[src/rtl/mc_control_fsm_if.sv]
// Control bus between the instruction register / multicycle datapath and
// the main controller. The controller drives the master side.
interface mc_control_fsm_if #(
    parameter int unsigned ALUOP_W = 4
);
    logic [5:0]         op;
    logic [5:0]         funct;
    logic               mem_ready;
    logic               memread;
    logic               memwrite;
    logic               iord;
    logic               irwrite;
    logic               pcwrite;
    logic               branch;
    logic               ne;
    logic               alusrca;
    logic [1:0]         alusrcb;
    logic [1:0]         pcsrc;
    logic               regdst;
    logic               memtoreg;
    logic               regwrite;
    logic [ALUOP_W-1:0] aluop;
    logic               fpu_start;
    logic [3:0]         fpu_control;
    logic               fp_regwrite;
    logic               illegal;

    modport master (
        input  op, funct, mem_ready,
        output memread, memwrite, iord, irwrite, pcwrite, branch, ne,
               alusrca, alusrcb, pcsrc, regdst, memtoreg, regwrite, aluop,
               fpu_start, fpu_control, fp_regwrite, illegal
    );

    modport slave (
        output op, funct, mem_ready,
        input  memread, memwrite, iord, irwrite, pcwrite, branch, ne,
               alusrca, alusrcb, pcsrc, regdst, memtoreg, regwrite, aluop,
               fpu_start, fpu_control, fp_regwrite, illegal
    );
endinterface

[src/rtl/mc_control_fsm.sv]
// Multicycle main controller: Moore FSM sequencing fetch, decode, execute,
// memory and writeback, stalling on mem_ready and waiting FP_LATENCY cycles
// for the FPU.
module mc_control_fsm #(
    parameter int unsigned FP_LATENCY = 4,
    parameter int unsigned ALUOP_W    = 4
) (
    input logic             clk,
    input logic             reset,
    mc_control_fsm_if.master bus
);
    localparam logic [5:0] OP_RTYPE = 6'b000000;
    localparam logic [5:0] OP_J     = 6'b000010;
    localparam logic [5:0] OP_BEQ   = 6'b000100;
    localparam logic [5:0] OP_BNE   = 6'b000101;
    localparam logic [5:0] OP_ADDI  = 6'b001000;
    localparam logic [5:0] OP_ADDIU = 6'b001001;
    localparam logic [5:0] OP_FP    = 6'b010001;
    localparam logic [5:0] OP_LW    = 6'b100011;
    localparam logic [5:0] OP_SW    = 6'b101011;

    localparam logic [ALUOP_W-1:0] ALU_ADD   = '0;
    localparam logic [ALUOP_W-1:0] ALU_SUB   = ALUOP_W'(1);
    localparam logic [ALUOP_W-1:0] ALU_RTYPE = '1;

    localparam logic [3:0] FP_CNT_INIT = 4'(FP_LATENCY - 1);

    typedef enum logic [3:0] {
        FETCH, DECODE, MEMADR, MEMRD, MEMWB, MEMWR, EXEC, RWB,
        IEXEC, IWB, BRANCH, JUMP, FPEXEC, FPWB
    } state_t;

    state_t     state;
    state_t     decode_target;
    logic       decode_illegal;
    logic [3:0] fp_cnt;
    logic [3:0] fpu_ctrl_q;
    logic       bne_q;

    logic                memread, memwrite, iord, irwrite, pcwrite, branch;
    logic                alusrca, regdst, memtoreg, regwrite;
    logic                fpu_start, fp_regwrite, illegal;
    logic [1:0]          alusrcb, pcsrc;
    logic [ALUOP_W-1:0]  aluop;

    // Instruction decode: successor of DECODE and the undecoded-instruction flag.
    always_comb begin
        decode_target  = FETCH;
        decode_illegal = 1'b0;
        case (bus.op)
            OP_LW, OP_SW:      decode_target = MEMADR;
            OP_RTYPE:          decode_target = EXEC;
            OP_ADDI, OP_ADDIU: decode_target = IEXEC;
            OP_BEQ, OP_BNE:    decode_target = BRANCH;
            OP_J:              decode_target = JUMP;
            OP_FP: begin
                if (bus.funct[5:2] == 4'b0000) decode_target  = FPEXEC;
                else                           decode_illegal = 1'b1;
            end
            default:           decode_illegal = 1'b1;
        endcase
    end

    // State register plus FP latency counter and the values latched in DECODE.
    always_ff @(posedge clk or negedge reset) begin
        if (!reset) begin
            state      <= FETCH;
            fp_cnt     <= '0;
            fpu_ctrl_q <= '0;
            bne_q      <= 1'b0;
        end else begin
            case (state)
                FETCH:  if (bus.mem_ready) state <= DECODE;
                DECODE: begin
                    state <= decode_target;
                    bne_q <= (bus.op == OP_BNE);
                    if (decode_target == FPEXEC) begin
                        fp_cnt     <= FP_CNT_INIT;
                        fpu_ctrl_q <= {bus.funct[1:0], 2'b01};
                    end
                end
                MEMADR: state <= (bus.op == OP_LW) ? MEMRD : MEMWR;
                MEMRD:  if (bus.mem_ready) state <= MEMWB;
                MEMWR:  if (bus.mem_ready) state <= FETCH;
                EXEC:   state <= RWB;
                IEXEC:  state <= IWB;
                FPEXEC: begin
                    if (fp_cnt == '0) state  <= FPWB;
                    else              fp_cnt <= fp_cnt - 4'd1;
                end
                default: state <= FETCH;
            endcase
        end
    end

    // Moore output decode; everything forced low while reset is asserted.
    // irwrite/pcwrite in FETCH are qualified by mem_ready so the IR and PC
    // load on the same edge that completes the fetch.
    always_comb begin
        memread = 1'b0; memwrite = 1'b0; iord = 1'b0; irwrite = 1'b0;
        pcwrite = 1'b0; branch = 1'b0; alusrca = 1'b0; regdst = 1'b0;
        memtoreg = 1'b0; regwrite = 1'b0; fpu_start = 1'b0;
        fp_regwrite = 1'b0; illegal = 1'b0;
        alusrcb = 2'b00; pcsrc = 2'b00; aluop = ALU_ADD;
        if (reset) begin
            case (state)
                FETCH: begin
                    memread = 1'b1; alusrcb = 2'b01;
                    irwrite = bus.mem_ready; pcwrite = bus.mem_ready;
                end
                DECODE: begin
                    alusrcb = 2'b11; illegal = decode_illegal;
                end
                MEMADR: begin alusrca = 1'b1; alusrcb = 2'b10; end
                MEMRD:  begin iord = 1'b1; memread = 1'b1; end
                MEMWB:  begin regwrite = 1'b1; memtoreg = 1'b1; end
                MEMWR:  begin iord = 1'b1; memwrite = 1'b1; end
                EXEC:   begin alusrca = 1'b1; aluop = ALU_RTYPE; end
                RWB:    begin regwrite = 1'b1; regdst = 1'b1; end
                IEXEC:  begin alusrca = 1'b1; alusrcb = 2'b10; end
                IWB:    regwrite = 1'b1;
                BRANCH: begin
                    alusrca = 1'b1; aluop = ALU_SUB; pcsrc = 2'b01; branch = 1'b1;
                end
                JUMP:   begin pcwrite = 1'b1; pcsrc = 2'b10; end
                FPEXEC: fpu_start = (fp_cnt == FP_CNT_INIT);
                FPWB:   fp_regwrite = 1'b1;
                default: ;
            endcase
        end
    end

    assign bus.memread     = memread;
    assign bus.memwrite    = memwrite;
    assign bus.iord        = iord;
    assign bus.irwrite     = irwrite;
    assign bus.pcwrite     = pcwrite;
    assign bus.branch      = branch;
    assign bus.ne          = branch & bne_q;
    assign bus.alusrca     = alusrca;
    assign bus.alusrcb     = alusrcb;
    assign bus.pcsrc       = pcsrc;
    assign bus.regdst      = regdst;
    assign bus.memtoreg    = memtoreg;
    assign bus.regwrite    = regwrite;
    assign bus.aluop       = aluop;
    assign bus.fpu_start   = fpu_start;
    assign bus.fpu_control = fpu_ctrl_q;
    assign bus.fp_regwrite = fp_regwrite;
    assign bus.illegal     = illegal;
endmodule

[src/flat_wrapper.sv]
// flat-port wrapper written by rule: the top's interface ports become plain ports
module mc_control_fsm_flat 
#(
    parameter int unsigned FP_LATENCY = 4,
    parameter int unsigned ALUOP_W    = 4
)
  (clk, reset, bus_op, bus_funct, bus_mem_ready, bus_memread, bus_memwrite, bus_iord, bus_irwrite, bus_pcwrite, bus_branch, bus_ne, bus_alusrca, bus_alusrcb, bus_pcsrc, bus_regdst, bus_memtoreg, bus_regwrite, bus_aluop, bus_fpu_start, bus_fpu_control, bus_fp_regwrite, bus_illegal);
  mc_control_fsm_if #(.ALUOP_W(ALUOP_W)) bus_i ();
  input logic clk;
  input logic reset;
  input wire logic [$bits(bus_i.op)-1:0] bus_op;
  input wire logic [$bits(bus_i.funct)-1:0] bus_funct;
  input wire logic [$bits(bus_i.mem_ready)-1:0] bus_mem_ready;
  output wire logic [$bits(bus_i.memread)-1:0] bus_memread;
  output wire logic [$bits(bus_i.memwrite)-1:0] bus_memwrite;
  output wire logic [$bits(bus_i.iord)-1:0] bus_iord;
  output wire logic [$bits(bus_i.irwrite)-1:0] bus_irwrite;
  output wire logic [$bits(bus_i.pcwrite)-1:0] bus_pcwrite;
  output wire logic [$bits(bus_i.branch)-1:0] bus_branch;
  output wire logic [$bits(bus_i.ne)-1:0] bus_ne;
  output wire logic [$bits(bus_i.alusrca)-1:0] bus_alusrca;
  output wire logic [$bits(bus_i.alusrcb)-1:0] bus_alusrcb;
  output wire logic [$bits(bus_i.pcsrc)-1:0] bus_pcsrc;
  output wire logic [$bits(bus_i.regdst)-1:0] bus_regdst;
  output wire logic [$bits(bus_i.memtoreg)-1:0] bus_memtoreg;
  output wire logic [$bits(bus_i.regwrite)-1:0] bus_regwrite;
  output wire logic [$bits(bus_i.aluop)-1:0] bus_aluop;
  output wire logic [$bits(bus_i.fpu_start)-1:0] bus_fpu_start;
  output wire logic [$bits(bus_i.fpu_control)-1:0] bus_fpu_control;
  output wire logic [$bits(bus_i.fp_regwrite)-1:0] bus_fp_regwrite;
  output wire logic [$bits(bus_i.illegal)-1:0] bus_illegal;
  assign bus_i.op = bus_op;
  assign bus_i.funct = bus_funct;
  assign bus_i.mem_ready = bus_mem_ready;
  assign bus_memread = bus_i.memread;
  assign bus_memwrite = bus_i.memwrite;
  assign bus_iord = bus_i.iord;
  assign bus_irwrite = bus_i.irwrite;
  assign bus_pcwrite = bus_i.pcwrite;
  assign bus_branch = bus_i.branch;
  assign bus_ne = bus_i.ne;
  assign bus_alusrca = bus_i.alusrca;
  assign bus_alusrcb = bus_i.alusrcb;
  assign bus_pcsrc = bus_i.pcsrc;
  assign bus_regdst = bus_i.regdst;
  assign bus_memtoreg = bus_i.memtoreg;
  assign bus_regwrite = bus_i.regwrite;
  assign bus_aluop = bus_i.aluop;
  assign bus_fpu_start = bus_i.fpu_start;
  assign bus_fpu_control = bus_i.fpu_control;
  assign bus_fp_regwrite = bus_i.fp_regwrite;
  assign bus_illegal = bus_i.illegal;
  mc_control_fsm #(.FP_LATENCY(FP_LATENCY), .ALUOP_W(ALUOP_W)) u_core (.clk(clk), .reset(reset), .bus(bus_i));
endmodule
[config.mk]
export PLATFORM = sky130hd
export DESIGN_NAME = mc_control_fsm_flat
export DESIGN_NICKNAME = d
export VERILOG_FILES = /design/src/rtl/mc_control_fsm_if.sv /design/src/rtl/mc_control_fsm.sv /design/src/flat_wrapper.sv
export SDC_FILE = /design/constraint.sdc
export NUM_CORES = 1
export LEC_CHECK = 0
export BUFFER_PORTS_ARGS = -buffer_cell sky130_fd_sc_hd__buf_2
export CORE_ASPECT_RATIO = 0.9
export CORE_MARGIN = 2
export CORE_UTILIZATION = 30
export CTS_CLUSTER_DIAMETER = 40
export DETAILED_ROUTE_END_ITERATION = 12
export MAX_ROUTING_LAYER = met4
export SLEW_MARGIN = 20
export SYNTH_ARGS = -nofsm -noshare
export SYNTH_HDL_FRONTEND = slang
export SYNTH_SLANG_ARGS = --single-unit
[constraint.sdc]
create_clock -name clk -period 4.9 [get_ports clk]
set_clock_uncertainty 0.1 [all_clocks]
set_input_delay 0.98 -clock clk [delete_from_list [all_inputs] [get_ports clk]]
set_output_delay 0.98 -clock clk [all_outputs]
set_load 0.02 [all_outputs]
==> out/metrics.yaml <==
worstPathRequired_ns: 3.82
critical_path_class: "in2out"
syn-instance-count: 128
portBuffers: 39
avgRoutedWirePerCell_um: 12.8
grt_pass1_wl_um: 4310
slew_violations: 0
drtIter0Drc: 64
status: "finished, final reports clean"
final_nets: 180
nFillCells: 361
max_clock_freq_mhz: 309
drt_first_pass_iters: 4
start_util: 0.311
period_needed_ns: 3.24
gr-usage-all-layers: 0.140
cts-root-buf: "clkbuf_8"
wl_um: 2620
seq_area_um2: 300
power.density_mw_per_mm2: 352
synthTopCellsByArea: "dfrtp_1 (29%), nor2_1 (5.4%), nor3_1 (3.8%), ha_1 (3.6%), o32ai_1 (3.4%)"
rsz0062_at_grt: "false"
min_delay_path_depth: 1
total_power_mw: 0.450
hpwlAfterDp_um: 2020
cap_violations: 0
clockBufferDepth: 2
die-area_mm2: 0.00397
hold_start: "u_core.bus.fpu_control[0]$_DFFE_PN0P_"
synthMostInstantiatedCell: "nor2_1"
die_h_um: 60.0
grt_overflow_total: 0
syn-num-nets: 146
vias: 1076
p_int_mw: 0.254
ys_warn_count: 0
drcViolationCount: 0
setup_viol: 0
yosysUniqueCellTypes: 43
clock_sinks: 12
relSlewSlack: 0.668
placed_cell_area_mm2: 0.00124
post_cts_buffers: 0
r2r_slack_ns: 2.88
syn_area_per_cell_um2: 8.15
cp-end-kind: "output port"
yosysSeqAreaShare: 0.288
r2r.worst_path.cells: 4
pin_count: 41
grt_antenna_before_repair: 0
async_reset_ff_frac: 1.00
yosys-top-cells-count: "nor2_1 (15), dfrtp_1 (12), nand2_1 (9)"
synth_flop_cell: "dfrtp_1"
vias_per_cell: 5.27
cts_resized: 0
fin_crit_sh: 0.660
ir_drop_v: 0.000229
antenna_cells: 0
clkLatencyLatePin_ns: 0.23
multi_input_area_um2: 659
core_mm2: 0.00335
worstPathMaxFanout: 20
arrival_ns: 2.16
synth_top_area_frac: 0.288
grt_pass1_vias: 985
clockPowerShare: 0.193
cts_made_buffers: 3
switching_share: 0.436
worst_pin_slew_ns: 0.495
p_sw_mw: 0.196
path_clk_slew_ns: 0.05
hp-class: "reg2reg"
synth_area_leader_cell: "dfrtp_1"
hold_buffers: 0
rr_startpoint: "u_core.state[3]$_DFFE_PN0P_"
place_congestion: 0.800
drive_above_1_share: 0.338
cts_tree: "yes"
rows: 20
start_kind: "primary input"
die_x_um: 66.2
power_frac_seq: 0.363
p_leak_nw: 0.611
stdcell_area_mm2: 0.00128
grt_max_degree: 21
r2r_end: "u_core.bus.fpu_control[3]$_DFFE_PN0P_"
whs_endpoint: "u_core.bus.fpu_control[0]$_DFFE_PN0P_"
comb_power_share: 0.444
hold_viol_final: 0
synth_edf_count: 0
ant_nets: 0
areaGrowthSynthToFinish_pct: 22.4
syn-cell-area_mm2: 0.00104
htree_levels: 1
tns_ns: 0
synth_seq_cells: 12
## worst max path at each step
stage          start            to  slack, ns  depth (start not counted)
5_1_grt        reset  bus_aluop[0]       1.44                          5
3_5_place_dp   reset  bus_aluop[0]       1.62                          5
4_1_cts        reset  bus_aluop[0]       1.62                          5
3_3_place_gp   reset        bus_ne       1.72                          5
6_report       reset  bus_aluop[0]       1.66                          5
2_1_floorplan  reset   bus_pcwrite       1.70                          4
## area by class of cell
cell class / count / share of cell area
Timing Repair Buffer: 39 / 0.153
Clock buffer: 3 / 0.0323
Multi-Input combinational cell: 99 / 0.516
Inverter: 7 / 0.0206
Tap cell: 44 / 0.0431
Sequential cell: 12 / 0.235
## critical path, stage by stage
cell	delay (ns)
buf_2	0.33
nand2_1	0.18
nor3_1	0.34
or2_2	0.17
buf_2	0.15
## power by group through the flow
stage	Combinational, mW	Clock (mW)	Sequential, mW
after floorplan	0.166	0	0.140
after global placement	0.195	0	0.163
after detailed placement	0.200	0	0.164
after CTS	0.201	0.0898	0.162
after global routing	0.228	0.0972	0.167
final	0.200	0.0870	0.163
## kinds of logic after synthesis
group / Yosys count / synth area share
simple gates: 62 / 0.341
buf+inv: 17 / 0.0803
xor+xnor: 4 / 0.0336
mux: 3 / 0.0324
flops: 12 / 0.288
other cells: 1 / 0.00359
fa+ha+maj: 3 / 0.0360
compound gates: 26 / 0.186
## state kept, by name, indices dropped and copies added (netlist names)
register,flops
u_core.bne_q,1
u_core.fp_cnt,4
u_core.bus.fpu_control,3
u_core.state,4
## layout by cell type, fill, tap and decap left out, drive strengths merged, types with 4 or more instances in the layout
| cell | Yosys | layout |
|---|---|---|
| inv | 7 | 7 |
| dfrtp | 12 | 12 |
| a31oi | 4 | 4 |
| nor4 | 4 | 4 |
| nand2 | 9 | 9 |
| or2 | 4 | 4 |
| nor2 | 15 | 15 |
| and3 | 4 | 4 |
| nor3 | 8 | 8 |
| buf | 8 | 39 |
| o32ai | 4 | 4 |
## metal layers
layer,global-route usage,vias to the layer above,part of all wire
met3,0.0377,0,0.061
li1,-,530,-
met2,0.237,27,0.47
met1,0.177,519,0.47
met5,-,-,0
met4,0.00875,0,0
## metrics by stage
step	worst slack, ns	utilization	instances	hold WS (ns)
after floorplan	1.70	-	128	0.341
after global placement	1.72	0.369	201	0.358
after detailed placement	1.62	0.369	201	0.354
after CTS	1.62	0.381	204	0.366
after global routing	1.44	0.381	204	0.393
final	1.66	0.381	204	0.369
Note: power is estimated with default switching activity, not from simulation.
